==> config.mk <==
export PLATFORM = sky130hd
export DESIGN_NAME = alu_operand_sequencer
export DESIGN_NICKNAME = d
export VERILOG_FILES = /design/src/rtl/alu_operand_sequencer.sv
export SDC_FILE = /design/constraint.sdc
export NUM_CORES = 1
export LEC_CHECK = 0
export BUFFER_PORTS_ARGS = -buffer_cell sky130_fd_sc_hd__buf_2
export CAP_MARGIN = 0
export CORE_MARGIN = 2
export CORE_UTILIZATION = 59
export DETAILED_ROUTE_END_ITERATION = 10
export PLACE_DENSITY = 0.81
export SLEW_MARGIN = 20
export SYNTH_ARGS = -nofsm -noshare
export SYNTH_HDL_FRONTEND = slang
export SYNTH_SLANG_ARGS = --single-unit
==> constraint.sdc <==
create_clock -name clk -period 6.55 [get_ports clk]
set_input_delay 0.3275 -clock clk [delete_from_list [all_inputs] [get_ports clk]]
set_output_delay 0.3275 -clock clk [all_outputs]
set_load 0.02 [all_outputs]
==> src/rtl/alu_operand_sequencer.sv <==
// Operator front-end for the datapath ALU: debounced enter/clear buttons step
// through operand A, operand B and opcode entry, then capture the ALU result for display.
module alu_operand_sequencer #(
  parameter int size            = 16,
  parameter int DEBOUNCE_CYCLES = 1_000_000
) (
  input  logic            clk,
  input  logic            reset,
  input  logic [size-1:0] sw,
  input  logic            btn_enter,
  input  logic            btn_clear,
  input  logic [size-1:0] alu_res,
  input  logic [3:0]      alu_flags,
  output logic [size-1:0] A,
  output logic [size-1:0] B,
  output logic [3:0]      control,
  output logic [size-1:0] display,
  output logic [3:0]      flags_q,
  output logic            res_valid,
  output logic            op_err,
  output logic [2:0]      state
);

  localparam int CW = $clog2(DEBOUNCE_CYCLES + 1);

  typedef enum logic [2:0] {
    S_A    = 3'd0,
    S_B    = 3'd1,
    S_OP   = 3'd2,
    S_EXEC = 3'd3,
    S_SHOW = 3'd4
  } state_t;

  // Index 0 is enter, index 1 is clear.
  logic [1:0]    sync1_r, sync2_r, press_r, lock_r;
  logic [CW-1:0] cnt_r [2];
  logic [1:0]    fill_r;

  state_t          state_r, state_n;
  logic [size-1:0] a_r, a_n, b_r, b_n, res_r, res_n;
  logic [3:0]      ctrl_r, ctrl_n, flg_r, flg_n;
  logic            valid_r, valid_n, err_r, err_n;
  logic            enter_p, clear_p;

  function automatic logic is_legal(input logic [3:0] op);
    logic ok;
    case (op)
      4'b1000, 4'b0100, 4'b0010, 4'b0001, 4'b1100: ok = 1'b1;
      default:                                     ok = 1'b0;
    endcase
    return ok;
  endfunction

  // Button synchronizers and debounce counters. A button still held when
  // reset releases stays locked until it is seen low once the synchronizer
  // pipeline has refilled.
  always_ff @(posedge clk) begin
    if (reset) begin
      sync1_r <= 2'b00;
      sync2_r <= 2'b00;
      press_r <= 2'b00;
      lock_r  <= 2'b11;
      fill_r  <= 2'd0;
      for (int i = 0; i < 2; i++) cnt_r[i] <= '0;
    end else begin
      sync1_r <= {btn_clear, btn_enter};
      sync2_r <= sync1_r;
      if (fill_r != 2'd2) fill_r <= fill_r + 2'd1;
      for (int i = 0; i < 2; i++) begin
        if (!sync2_r[i]) begin
          cnt_r[i] <= '0;
        end else if (cnt_r[i] != CW'(DEBOUNCE_CYCLES)) begin
          cnt_r[i] <= cnt_r[i] + CW'(1);
        end
        press_r[i] <= sync2_r[i] && (cnt_r[i] == CW'(DEBOUNCE_CYCLES - 1)) && !lock_r[i];
        if (fill_r == 2'd2 && !sync2_r[i]) lock_r[i] <= 1'b0;
      end
    end
  end

  assign enter_p = press_r[0];
  assign clear_p = press_r[1];

  // State and datapath registers.
  always_ff @(posedge clk) begin
    if (reset) begin
      state_r <= S_A;
      a_r     <= '0;
      b_r     <= '0;
      res_r   <= '0;
      ctrl_r  <= 4'b0000;
      flg_r   <= 4'b0000;
      valid_r <= 1'b0;
      err_r   <= 1'b0;
    end else begin
      state_r <= state_n;
      a_r     <= a_n;
      b_r     <= b_n;
      res_r   <= res_n;
      ctrl_r  <= ctrl_n;
      flg_r   <= flg_n;
      valid_r <= valid_n;
      err_r   <= err_n;
    end
  end

  // Next-state and register-update logic; clear overrides everything.
  always_comb begin
    state_n = state_r;
    a_n     = a_r;
    b_n     = b_r;
    res_n   = res_r;
    ctrl_n  = ctrl_r;
    flg_n   = flg_r;
    valid_n = valid_r;
    err_n   = 1'b0;
    case (state_r)
      S_A: begin
        if (enter_p) begin
          a_n     = sw;
          state_n = S_B;
        end else begin
          state_n = S_A;
        end
      end
      S_B: begin
        if (enter_p) begin
          b_n     = sw;
          state_n = S_OP;
        end else begin
          state_n = S_B;
        end
      end
      S_OP: begin
        if (enter_p && is_legal(sw[3:0])) begin
          ctrl_n  = sw[3:0];
          state_n = S_EXEC;
        end else if (enter_p) begin
          err_n   = 1'b1;
        end else begin
          state_n = S_OP;
        end
      end
      S_EXEC: begin
        res_n   = alu_res;
        flg_n   = alu_flags;
        valid_n = 1'b1;
        state_n = S_SHOW;
      end
      S_SHOW: begin
        if (enter_p) begin
          ctrl_n  = 4'b0000;
          valid_n = 1'b0;
          state_n = S_A;
        end else begin
          state_n = S_SHOW;
        end
      end
      default: begin
        state_n = S_A;
      end
    endcase
    if (clear_p) begin
      state_n = S_A;
      a_n     = '0;
      b_n     = '0;
      res_n   = '0;
      ctrl_n  = 4'b0000;
      flg_n   = 4'b0000;
      valid_n = 1'b0;
      err_n   = 1'b0;
    end else begin
      err_n   = err_n;
    end
  end

  assign A         = a_r;
  assign B         = b_r;
  assign control   = ctrl_r;
  assign flags_q   = flg_r;
  assign res_valid = valid_r;
  assign op_err    = err_r;
  assign state     = state_r;
  assign display   = (state_r == S_EXEC || state_r == S_SHOW) ? res_r : sw;

endmodule
== Word-level counts from Yosys, hierarchy flattened ==
Memory sizes are Yosys's and may differ from the RTL's.
Cells that the tools add are included.
Widths: inputs -> output; s select.
Operators by class
  $add $sub $neg: 3
  multiply operators: 0
  divide/modulo/power cells: 0
  order comparisons: 0
  eq/ne operators: 18
  shifts and indexed selects: 0
  mux-type cells: 35
  bitwise gates (word level): 5
  reduce and logical (&&, ||, !) cells: 22
Operators with widths (count)
  $mux 20: 4
  $add 20x1->20 const B: 2
  $eq 20x20->1 const B: 2
  $ne 20x20->1 const B: 2
  $mux 1: 21
  $mux 16: 1
  $pmux 3 s5: 1
  $mux 3: 3
  $eq 4x4->1 const B: 2
  $mux 4: 2
  $pmux 4 s2: 1
  $logic_and 1x1->1: 7
  $eq 3x2->1 const B: 2
  $ne 2x2->1 const B: 3
  $reduce_and 2->1: 3
  $reduce_or 5->1: 1
  $eq 4x1->1 const B: 1
  $eq 4x2->1 const B: 1
  $eq 4x3->1 const B: 1
  $logic_not 1->1: 4
  $or 1x1->1: 4
  $reduce_bool 2->1: 2
  $reduce_or 4->1: 1
  $eq 3x1->1 const B: 1
  11 further kinds: 11
Storage, ports and cells
  bits in registers: 71
  bits in latches: 0
  memory bits (writable): 40
  memory bits (read-only): 0
  input port bits: 40
  output and inout port bits: 61
  memories kept: 1
Memories
  cnt_r: words 2, width 20, read ports 2, clocked after Yosys merged registers in 0, wr ports 2, line 36  | logic [CW-1:0] cnt_r [2];

== Depth between registers and ports, before layout ==
Gate-level depths: netlist of the first run.
  depth after elaboration: 7
  depth in mapped cells: 7
  depth with buffers taken out: 6

== Worst setup path before layout of the first run ==
Ideal clock, no wire load.
  path kind: register to register
  from: mem cnt_r[1][15] (netlist name)
  to: mem cnt_r[1][0] (netlist name) (enable)
  setup time: 453 ps
  arrival time: 1816 ps
  required time: 6097 ps
  path slack: 4282 ps
  stages on the path, launching flop included: 4
  period minus slack after synthesis: 2268 ps
  cell sequence: edfxtp_1 or4b_1 nor4_2 nand3_1
RTL lines (line)
  start: declaration: 36

==> results of run 1 <==
registers in the layout (all words and copies together) (netlist names):
register   cells
sync1_r        2
op_err         1
B             16
res_r         16
A             16
control        4
flags_q        4
lock_r         2
fill_r         2
sync2_r        2
press_r        2
state          3
res_valid      1
cnt_r         40
worst max-delay path by stage:
stage                     cells after the start           end          from  slack (ps)
after floorplan                               3   cnt_r[1][0]  cnt_r[1][15]        4280
after global placement                        3  cnt_r[1][18]  cnt_r[1][15]        3960
after detailed placement                      3  cnt_r[1][17]  cnt_r[1][13]        3880
after CTS                                     3   cnt_r[1][2]  cnt_r[1][13]        3820
after global routing                          3   cnt_r[1][2]  cnt_r[1][15]        3660
final                                         3   cnt_r[1][2]  cnt_r[1][13]        3840
cell type report:
| type | count | area (sq um) |
|---|---|---|
| clock buffer | 9 | 124 |
| clock inverter | 7 | 73.8 |
| fill | 632 | 2480 |
| inverter | 13 | 48.8 |
| multi-input combinational | 398 | 2240 |
| sequential | 111 | 2620 |
| tap | 105 | 131 |
| timing repair buffer | 105 | 538 |
kinds of logic after synthesis:
logic type | Yosys count | synth area share [%]
multiplexers | 20 | 4.37
XOR/XNOR | 24 | 4.17
adder cells (fa/ha/maj) | 5 | 1.24
buffers and inverters | 41 | 3.60
AO/OA/AOI/OAI | 92 | 9.83
flip-flops | 111 | 52.0
AND/OR/NAND/NOR | 257 | 24.7
Yosys cell counts, drive strengths merged (3+ instances only):
master / instances
clkbuf: 17
nand2: 128
o21ai: 12
a21oi: 69
inv: 13
mux2: 16
buf: 11
and4: 4
nor4: 3
nor3: 9
or3: 13
xnor2: 8
nor2: 39
nand3: 13
nor4b: 4
xor2: 16
dfxtp: 71
nand2b: 5
or4: 3
ha: 5
nand4: 12
mux2i: 4
nor3b: 3
edfxtp: 40
o31ai: 3
and2: 4
and3: 4
nor2b: 6
layer usage:
layer	share of wire, %	wire (microns)	vias up
met5	0	0	-
met4	1.4	156	0
met2	48	5460	151
met3	6.7	768	11
li1	-	-	2082
met1	44	5100	1988
worst max-delay path: stages, from the launching register on:
cell and delay (ps):
edfxtp_1 470, or4b_1 540, nor4_2 400, nand3_1 780
per-stage QoR:
step	hold slack [ps]	setup slack, ps	instance area (sq um)	util, %	std cells
3_5_place_dp	433	3880	5580	67.6	732
2_1_floorplan	400	4280	5040	-	550
5_1_grt	162	3660	5780	70.0	748
6_report	163	3840	5780	70.0	748
4_1_cts	150	3820	5780	70.0	748
3_3_place_gp	427	3960	5580	67.6	732
cells in the final DEF, fill, tap and decap left out, types with 4 or more instances in the layout:
cell type    n
buf_2      100
dfxtp_1     71
nand4_1     10
a21oi_1     68
and2_1       4
nand3_1     13
o21ai_0     10
nand2_1    128
xnor2_1      8
edfxtp_1    40
buf_4        5
xor2_1      16
ha_1         5
nor2_1      39
and3_1       4
nor4b_1      4
nor3_1       8
or3_1       13
nand2b_1     5
clkbuf_8     9
mux2_2      16
inv_1       13
mux2i_1      4
nor2b_1      6
power groups by stage:
stage | logic, mW | clock network, mW | registers, mW
2_1_floorplan | 0.0467 | 0 | 0.740
3_3_place_gp | 0.0715 | 0 | 0.741
3_5_place_dp | 0.0746 | 0 | 0.742
4_1_cts | 0.0750 | 0.421 | 0.727
5_1_grt | 0.0855 | 0.445 | 0.728
6_report | 0.0747 | 0.411 | 0.727
==> impl_metrics.csv, run 1 <==
group,metric,value,unit
yosys,synth_edf_count,40,
yosys,yosysSeqAreaShare,52.0,%
critical_path,worstPathRequired,6410,ps
run,cap_violations,0,
clock_network,numClockSinks,111,
routing,wirelength,11500,microns
clock_network,cts_made_buffers,9,
yosys,yosysTopAreaCell,"dfxtp_1",
sta,hold_viol,0,
place,dp.final_hpwl,8190,microns
power,intPower,0.903,mW
yosys,synth_warnings,0,
critical_path,arrival,2560,ps
power,seq_power_share,59.9,%
clock_network,clk_latency,380,ps
floorplan,core,0.00826,sq mm
yosys,synth_cells,550,
power,switching_share,25.5,%
clock_network,cts_tree,"yes",
sta,period_share,41.3,%
worst_hold_path,holdPathStages,3,
floorplan,dieHeight,96.4,microns
clock_network,clock_path_buffers,2,
sta,slew_violations,0,
clock_network,hold_buffers,0,
sta,slew-limit-headroom,27.7,%
clock_network,path_clk_slew,120,ps
routing,first_pass_iters,4,
power,fin_total_pwr,1.21,mW
clock_network,cts-root-buf,"clkbuf_8",
global_routing,antenna_found_initial,0,
yosys,async_flop_share,0,%
routing,vias_per_cell,5.66,
global_routing,grt_busiest_layer,"met2",
worst_hold_path,hp-start,"alu_res[12]",
power,switching_power,0.310,mW
yosys,ys.flop_type,"dfxtp_1",
power,combPwrFrac,6.2,%
global_routing,first_global_vias,3792,
yosys,syn_nets,595,
floorplan,die_area,0.00929,sq mm
yosys,synth.cell_area,0.00504,sq mm
global_routing,use_met2,42.2,%
global_routing,grt.overflow.total,0,
critical_path,r2r-end,"cnt_r[1][2]",
run_status,outcome,"finished clean",
critical_path,start_kind,"flop",
floorplan,die_w,96.4,microns
final_layout,antenna_cells,0,
yosys,synth_top_area_share,28.2,%
critical_path,worstReg2RegStart,"cnt_r[1][13]",
power,power_density,210,mW/mm^2
routing,drt_iter0_drc,212,
global_routing,globalRouteTotalUtil,24.8,%
place,port_buffers,100,
routing,ant_nets,0,
global_routing,global_route.usage.met3,4.03,%
floorplan,ioPinCount,101,
global_routing,grt_pass1_wl,17700,microns
critical_path,crit_type,"flop to flop",
global_routing,grt_max_degree,57,
yosys,synthTopCellsByArea,"dfxtp_1 (28%), edfxtp_1 (24%), nand2_1 (9.5%), a21oi_1 (6.8%), mux2_2 (3.6%)",
critical_path,endpoint_kind,"flop",
clock_network,htreeDepth,3,
critical_path,ff2ff_setup_slack,3840,ps
clock_network,cts.repair.resized,0,
routing,drc,0,
sta,fin_crit,2710,ps
yosys,avgSynthCellArea,9.16,sq um
power,p_leak,2.21,nW
yosys,ys_seq_elements,111,
yosys,synth.distinct_cells,49,
power,peakVddDrop,0.000135,V
final_layout,nets,683,
sta,fin_tns_setup,0,ps
global_routing,met1_usage,32.1,%
place,finalWeightedCongestion,0.838,
critical_path,ff2ff_path_depth,3,
floorplan,num_rows,33,
sta,fin_skew,12.4,ps
routing,num_vias,4232,
final_layout,synthToLayoutAreaGrowth,14.7,%
sta,worst_pin_slew,1080,ps
final_layout,drive_gt1_share,22.7,%
worst_hold_path,hp-class,"input port to flop",
sta,rsz0062_at_grt,"no",
routing,routedWlPerCell,15.4,microns
sta,setup_viol,0,
worst_hold_path,hold_end,"res_r[12]",
sta,fmax,370,MHz
floorplan,start_util,61.0,%
critical_path,crit_path_max_fanout,20,
clock_network,post_cts_buffers,0,
power,pwr-share-clk,33.9,%
Power figures use the tool's default switching activity.
==> run 2, diff against run 1 <==
CORE_UTILIZATION = 55   (was 59)
PLACE_DENSITY = 0.76   (was 0.81)
clock period = 2.55 ns   (was 6.55 ns; I/O delays follow)
==> run 2 against run 1 <==
  * Register-to-register slack worse by 3400 ps
  * Clock-buffer cell count rose by 2
  * Setup slack worse by 3400 ps
  * Non-clock buffer count increased by 24
  * Final cell count rose by 3.6%
  * Via count increased by 2.4%
  * Wire length increased by 0.97%
  * Hold slack got worse by 160 ps
  * Core utilization is 1.7 points lower
  * First-iteration DRC count decreased by 30%
  * Die area grew 7.0%
  * Critical path type is now flop to output port
==> impl_metrics.csv, run 2 (synthesis results as in run 1) <==
group,metric,value,unit
global_routing,first_global_vias,3998,
routing,num_vias,4333,
clock_network,cts.repair.resized,0,
routing,routedWlPerCell,15.0,microns
power,peakVddDrop,0.000602,V
clock_network,clock_path_buffers,2,
sta,setup_viol,0,
global_routing,grt_pass1_wl,18800,microns
clock_network,htreeDepth,3,
routing,vias_per_cell,5.59,
final_layout,antenna_cells,0,
sta,fin_hold_ws,2.73,ps
critical_path,arrival,2020,ps
clock_network,cts-root-buf,"clkbuf_8",
clock_network,post_cts_buffers,0,
critical_path,start_kind,"flop",
sta,fin_crit,2150,ps
routing,drc,0,
floorplan,ioPinCount,101,
power,power_density,525,mW/mm^2
routing,ant_nets,0,
final_layout,final_cell_area,0.00601,sq mm
place,port_buffers,100,
critical_path,crit_type,"flop to output port",
floorplan,num_rows,34,
final_layout,layout.cells.most_common_list,"nand2_1 (128), buf_2 (100), dfxtp_1 (71)",
sta,fin_tns_setup,0,ps
clock_network,clk_latency,370,ps
clock_network,hold_buffers,17,
final_layout,layout_commonest_cell,"nand2_1",
final_layout,largest_reg_flops,40,
critical_path,ff2ff_path_depth,5,
worst_hold_path,holdPathStages,3,
power,p_leak,2.31,nW
place,placed_cell_area,0.00564,sq mm
clock_network,path_clk_slew,100,ps
sta,timing.final.ws_setup,400,ps
global_routing,grt.overflow.total,0,
sta,rsz0062_at_grt,"no",
sta,slew-limit-headroom,54.1,%
sta,fmax,465,MHz
global_routing,antenna_found_initial,0,
sta,worst_pin_slew,687,ps
sta,slew_violations,0,
floorplan,die_area,0.00994,sq mm
run,cap_violations,0,
clock_network,cts_made_buffers,9,
final_layout,synthToLayoutAreaGrowth,19.4,%
clock_network,cts_tree,"yes",
sta,period_share,84.3,%
floorplan,start_util,57.2,%
place,finalWeightedCongestion,0.870,
global_routing,globalRouteTotalUtil,23.3,%
routing,wirelength,11600,microns
critical_path,worstPathRequired,2420,ps
critical_path,crit_path_max_fanout,15,
sta,fin_skew,10.7,ps
place,dp.final_hpwl,8270,microns
critical_path,endpoint_kind,"output port",
global_routing,grt_max_degree,30,
final_layout,nets,707,
worst_hold_path,hp-class,"input port to flop",
clock_network,numClockSinks,111,
run_status,outcome,"finished clean",
power,fin_total_pwr,3.16,mW
floorplan,core,0.00881,sq mm
final_layout,top_register,"cnt_r",
routing,drt_iter0_drc,148,
sta,hold_viol,0,
routing,first_pass_iters,4,
final_layout,drive_gt1_share,22.9,%
floorplan,die_w,99.7,microns
place,pre_cts_ws,467,ps
floorplan,dieHeight,99.7,microns
run 2: cell types whose count changed in the layout (fill, tap and decap cells not counted), sizes merged:
cell         previous run  this run
dlygate4sd3             0        17
clkbuf                  9        11
clkinvlp                0         1
buf                   105       112
clkinv                  2         1
inv                    18        16
run 2: worst paths after layout:
kind	start	slack, ps	end
max	state[2]	400	display[15]
min	alu_flags[0]	3	flags_q[0]
max reg2reg	cnt_r[1][15]	440	cnt_r[1][2]
min reg2reg	sync1_r[1]	450	sync2_r[1]
run 2: report_power, final:
part | internal [mW] | switching [mW] | total (mW)
Combinational | 0.0992 | 0.118 | 0.217
Sequential | 1.85 | 0.0156 | 1.86
Clock | 0.458 | 0.620 | 1.08
run 2: cell type report:
cell class	instances	area (sq um)
clock buffer	11	163
clock inverter	5	45.0
fill	703	2790
inverter	13	48.8
multi-input combinational	398	2240
sequential	111	2620
tap	108	135
timing repair buffer	129	761
run 2: through the flow:
| stage | cells | utilization, % |
|---|---|---|
| floorplan | 550 | - |
| global placement | 742 | 64.0 |
| detailed placement | 742 | 64.0 |
| CTS | 775 | 68.3 |
| global route | 775 | 68.3 |
| finish | 775 | 68.3 |
run 2: layer usage:
layer | GRT usage [%] | routed length, microns
met5 | 0 | 0
met4 | 7.38 | 157
met3 | 3.51 | 563
met2 | 39.1 | 5720
met1 | 31.0 | 5150
run 2: critical path, stage by stage (launching register included):
cell	delay (ps)
dfxtp_1	480
nor3b_1	380
nor2_1	110
buf_4	220
mux2_2	310
buf_2	160
==> run 3, diff against run 2 <==
CORE_UTILIZATION = 50   (was 55)
PLACE_DENSITY = 0.72   (was 0.76)
clock period = 1.95 ns   (was 2.55 ns; I/O delays follow)
==> run 3 against run 2 <==
  * The flow now finishes with violations (setup timing)
  * Wire length is 7.4% higher
  * Via count up 3.7%
  * Combinational power up 55%
==> impl_metrics.csv, run 3 (synthesis results as in run 1) <==
group,metric,value,unit
sta,period_share,101,%
final_layout,nets,752,
final_layout,layout.cells.most_common_list,"nand2_1 (128), buf_2 (100), dfxtp_1 (68)",
power,seq_power_share,56.9,%
worst_hold_path,hp-start,"sw[2]",
global_routing,grt_max_degree,36,
floorplan,num_rows,36,
place,pre_cts_ws,-77.7,ps
critical_path,worstPathRequired,2090,ps
floorplan,start_util,51.5,%
global_routing,antenna_found_initial,0,
final_layout,drive_gt1_share,28.5,%
routing,first_pass_iters,4,
critical_path,start_kind,"flop",
routing,routedWlPerCell,14.7,microns
clock_network,cts_made_buffers,9,
power,intPower,3.29,mW
run_status,violations,"setup timing",
power,pwr-share-clk,35.3,%
floorplan,die_w,104,microns
global_routing,grt.overflow.total,0,
final_layout,finalNonFillerCells,845,
sta,fin_hold_ws,0.788,ps
power,peakVddDrop,0.000441,V
final_layout,final_cell_area,0.00667,sq mm
final_layout,layout_commonest_cell,"nand2_1",
critical_path,worstReg2RegStart,"cnt_r[1][12]",
final_layout,largest_reg_flops,40,
critical_path,crit_path_start,"cnt_r[1][12]",
routing,drt_iter0_drc,194,
routing,num_vias,4494,
place,finalWeightedCongestion,0.864,
sta,slew_violations,0,
sta,hold_viol,0,
clock_network,numClockSinks,111,
global_routing,first_global_vias,4174,
routing,ant_nets,0,
final_layout,synthToLayoutAreaGrowth,32.4,%
floorplan,die_area,0.0109,sq mm
place,placed_cell_area,0.00586,sq mm
sta,fin_tns_setup,-139,ps
run_status,outcome,"complete, but fails checks",
clock_network,clk_latency,390,ps
final_layout,top_register,"cnt_r",
worst_hold_path,hp-class,"input port to flop",
sta,rsz0062_at_grt,"yes",
sta,fmax,506,MHz
power,combPwrFrac,7.8,%
clock_network,cts-root-buf,"clkbuf_8",
power,switching_power,1.00,mW
sta,slew-limit-headroom,61.7,%
power,power_density,643,mW/mm^2
routing,drc,0,
critical_path,crit_path_max_fanout,5,
power,switching_share,23.3,%
clock_network,path_clk_slew,110,ps
sta,fin_skew,10.7,ps
clock_network,cts_tree,"yes",
power,p_leak,2.61,nW
routing,wirelength,12500,microns
critical_path,endpoint_kind,"flop",
place,port_buffers,100,
clock_network,htreeDepth,3,
sta,setup_viol,8,
final_layout,antenna_cells,0,
routing,vias_per_cell,5.32,
floorplan,dieHeight,104,microns
critical_path,arrival,2120,ps
floorplan,core,0.00977,sq mm
sta,fin_crit,1980,ps
final_layout,fill_cells,734,
place,dp.cells,785,
critical_path,crit_type,"flop to flop",
global_routing,grt_pass1_wl,19500,microns
global_routing,globalRouteTotalUtil,22.0,%
run,cap_violations,0,
sta,timing.final.ws_setup,-27.7,ps
clock_network,clock_path_buffers,2,
floorplan,ioPinCount,101,
sta,worst_pin_slew,575,ps
place,dp.final_hpwl,8270,microns
## run 3: through the flow
stage,total power [mW],util [%]
floorplan,2.64,-
global placement,2.74,60.0
detailed placement,2.75,60.0
CTS,4.29,66.6
global route,4.43,68.3
finish,4.29,68.3
## run 3: area by class of cell
cell class / count / area, sq um / share of cell area [%]
inverter: 13 / 48.8 / 0.731
multi-input combinational: 398 / 2380 / 35.6
clock buffer: 12 / 199 / 2.98
sequential: 111 / 2630 / 39.4
tap: 133 / 166 / 2.49
timing repair buffer: 174 / 1220 / 18.4
clock inverter: 4 / 28.8 / 0.431
## run 3: per-layer routing
metal	track usage, %	vias up	part of all wire (%)
met5	0	-	0
met3	3.38	24	5.1
met4	9.85	0	2.3
met1	28.7	2124	45
met2	36.2	137	48
li1	-	2209	-
## run 3: what timing repair did
| item | in CTS | in global routing |
|---|---|---|
| hold buffers | 37 | 0 |
| endpoints found under the hold margin | 50 | 0 |
| cloned | 0 | 3 |
| setup endpoints to repair | 36 | 76 |
| gates resized for setup | 8 | 25 |
| setup buffers | 2 | 2 |
| pin swaps | 3 | 12 |
## run 3: critical path, cell delays in order, from the launching register on
cell       delay, ps
edfxtp_1         410
or4b_4           560
nor4_4           300
a211o_4          240
clkbuf_16        180
a21oi_2           30
## run 3: path summary, 6_finish.rpt
path	depth (start not counted)	slack [ps]	endpoint
worst max register to register	5	-30	cnt_r[1][15]
worst max-delay path	5	-30	cnt_r[1][15]
worst min register to register	1	460	sync2_r[1]
worst min-delay path	3	0.8	B[2]
## run 3: power groups by stage
stage	Clock (mW)	Combinational (mW)	Sequential (mW)
floorplan	0	0.157	2.49
global placement	0	0.250	2.49
detailed placement	0	0.263	2.49
CTS	1.53	0.322	2.44
global route	1.62	0.370	2.44
finish	1.51	0.337	2.44
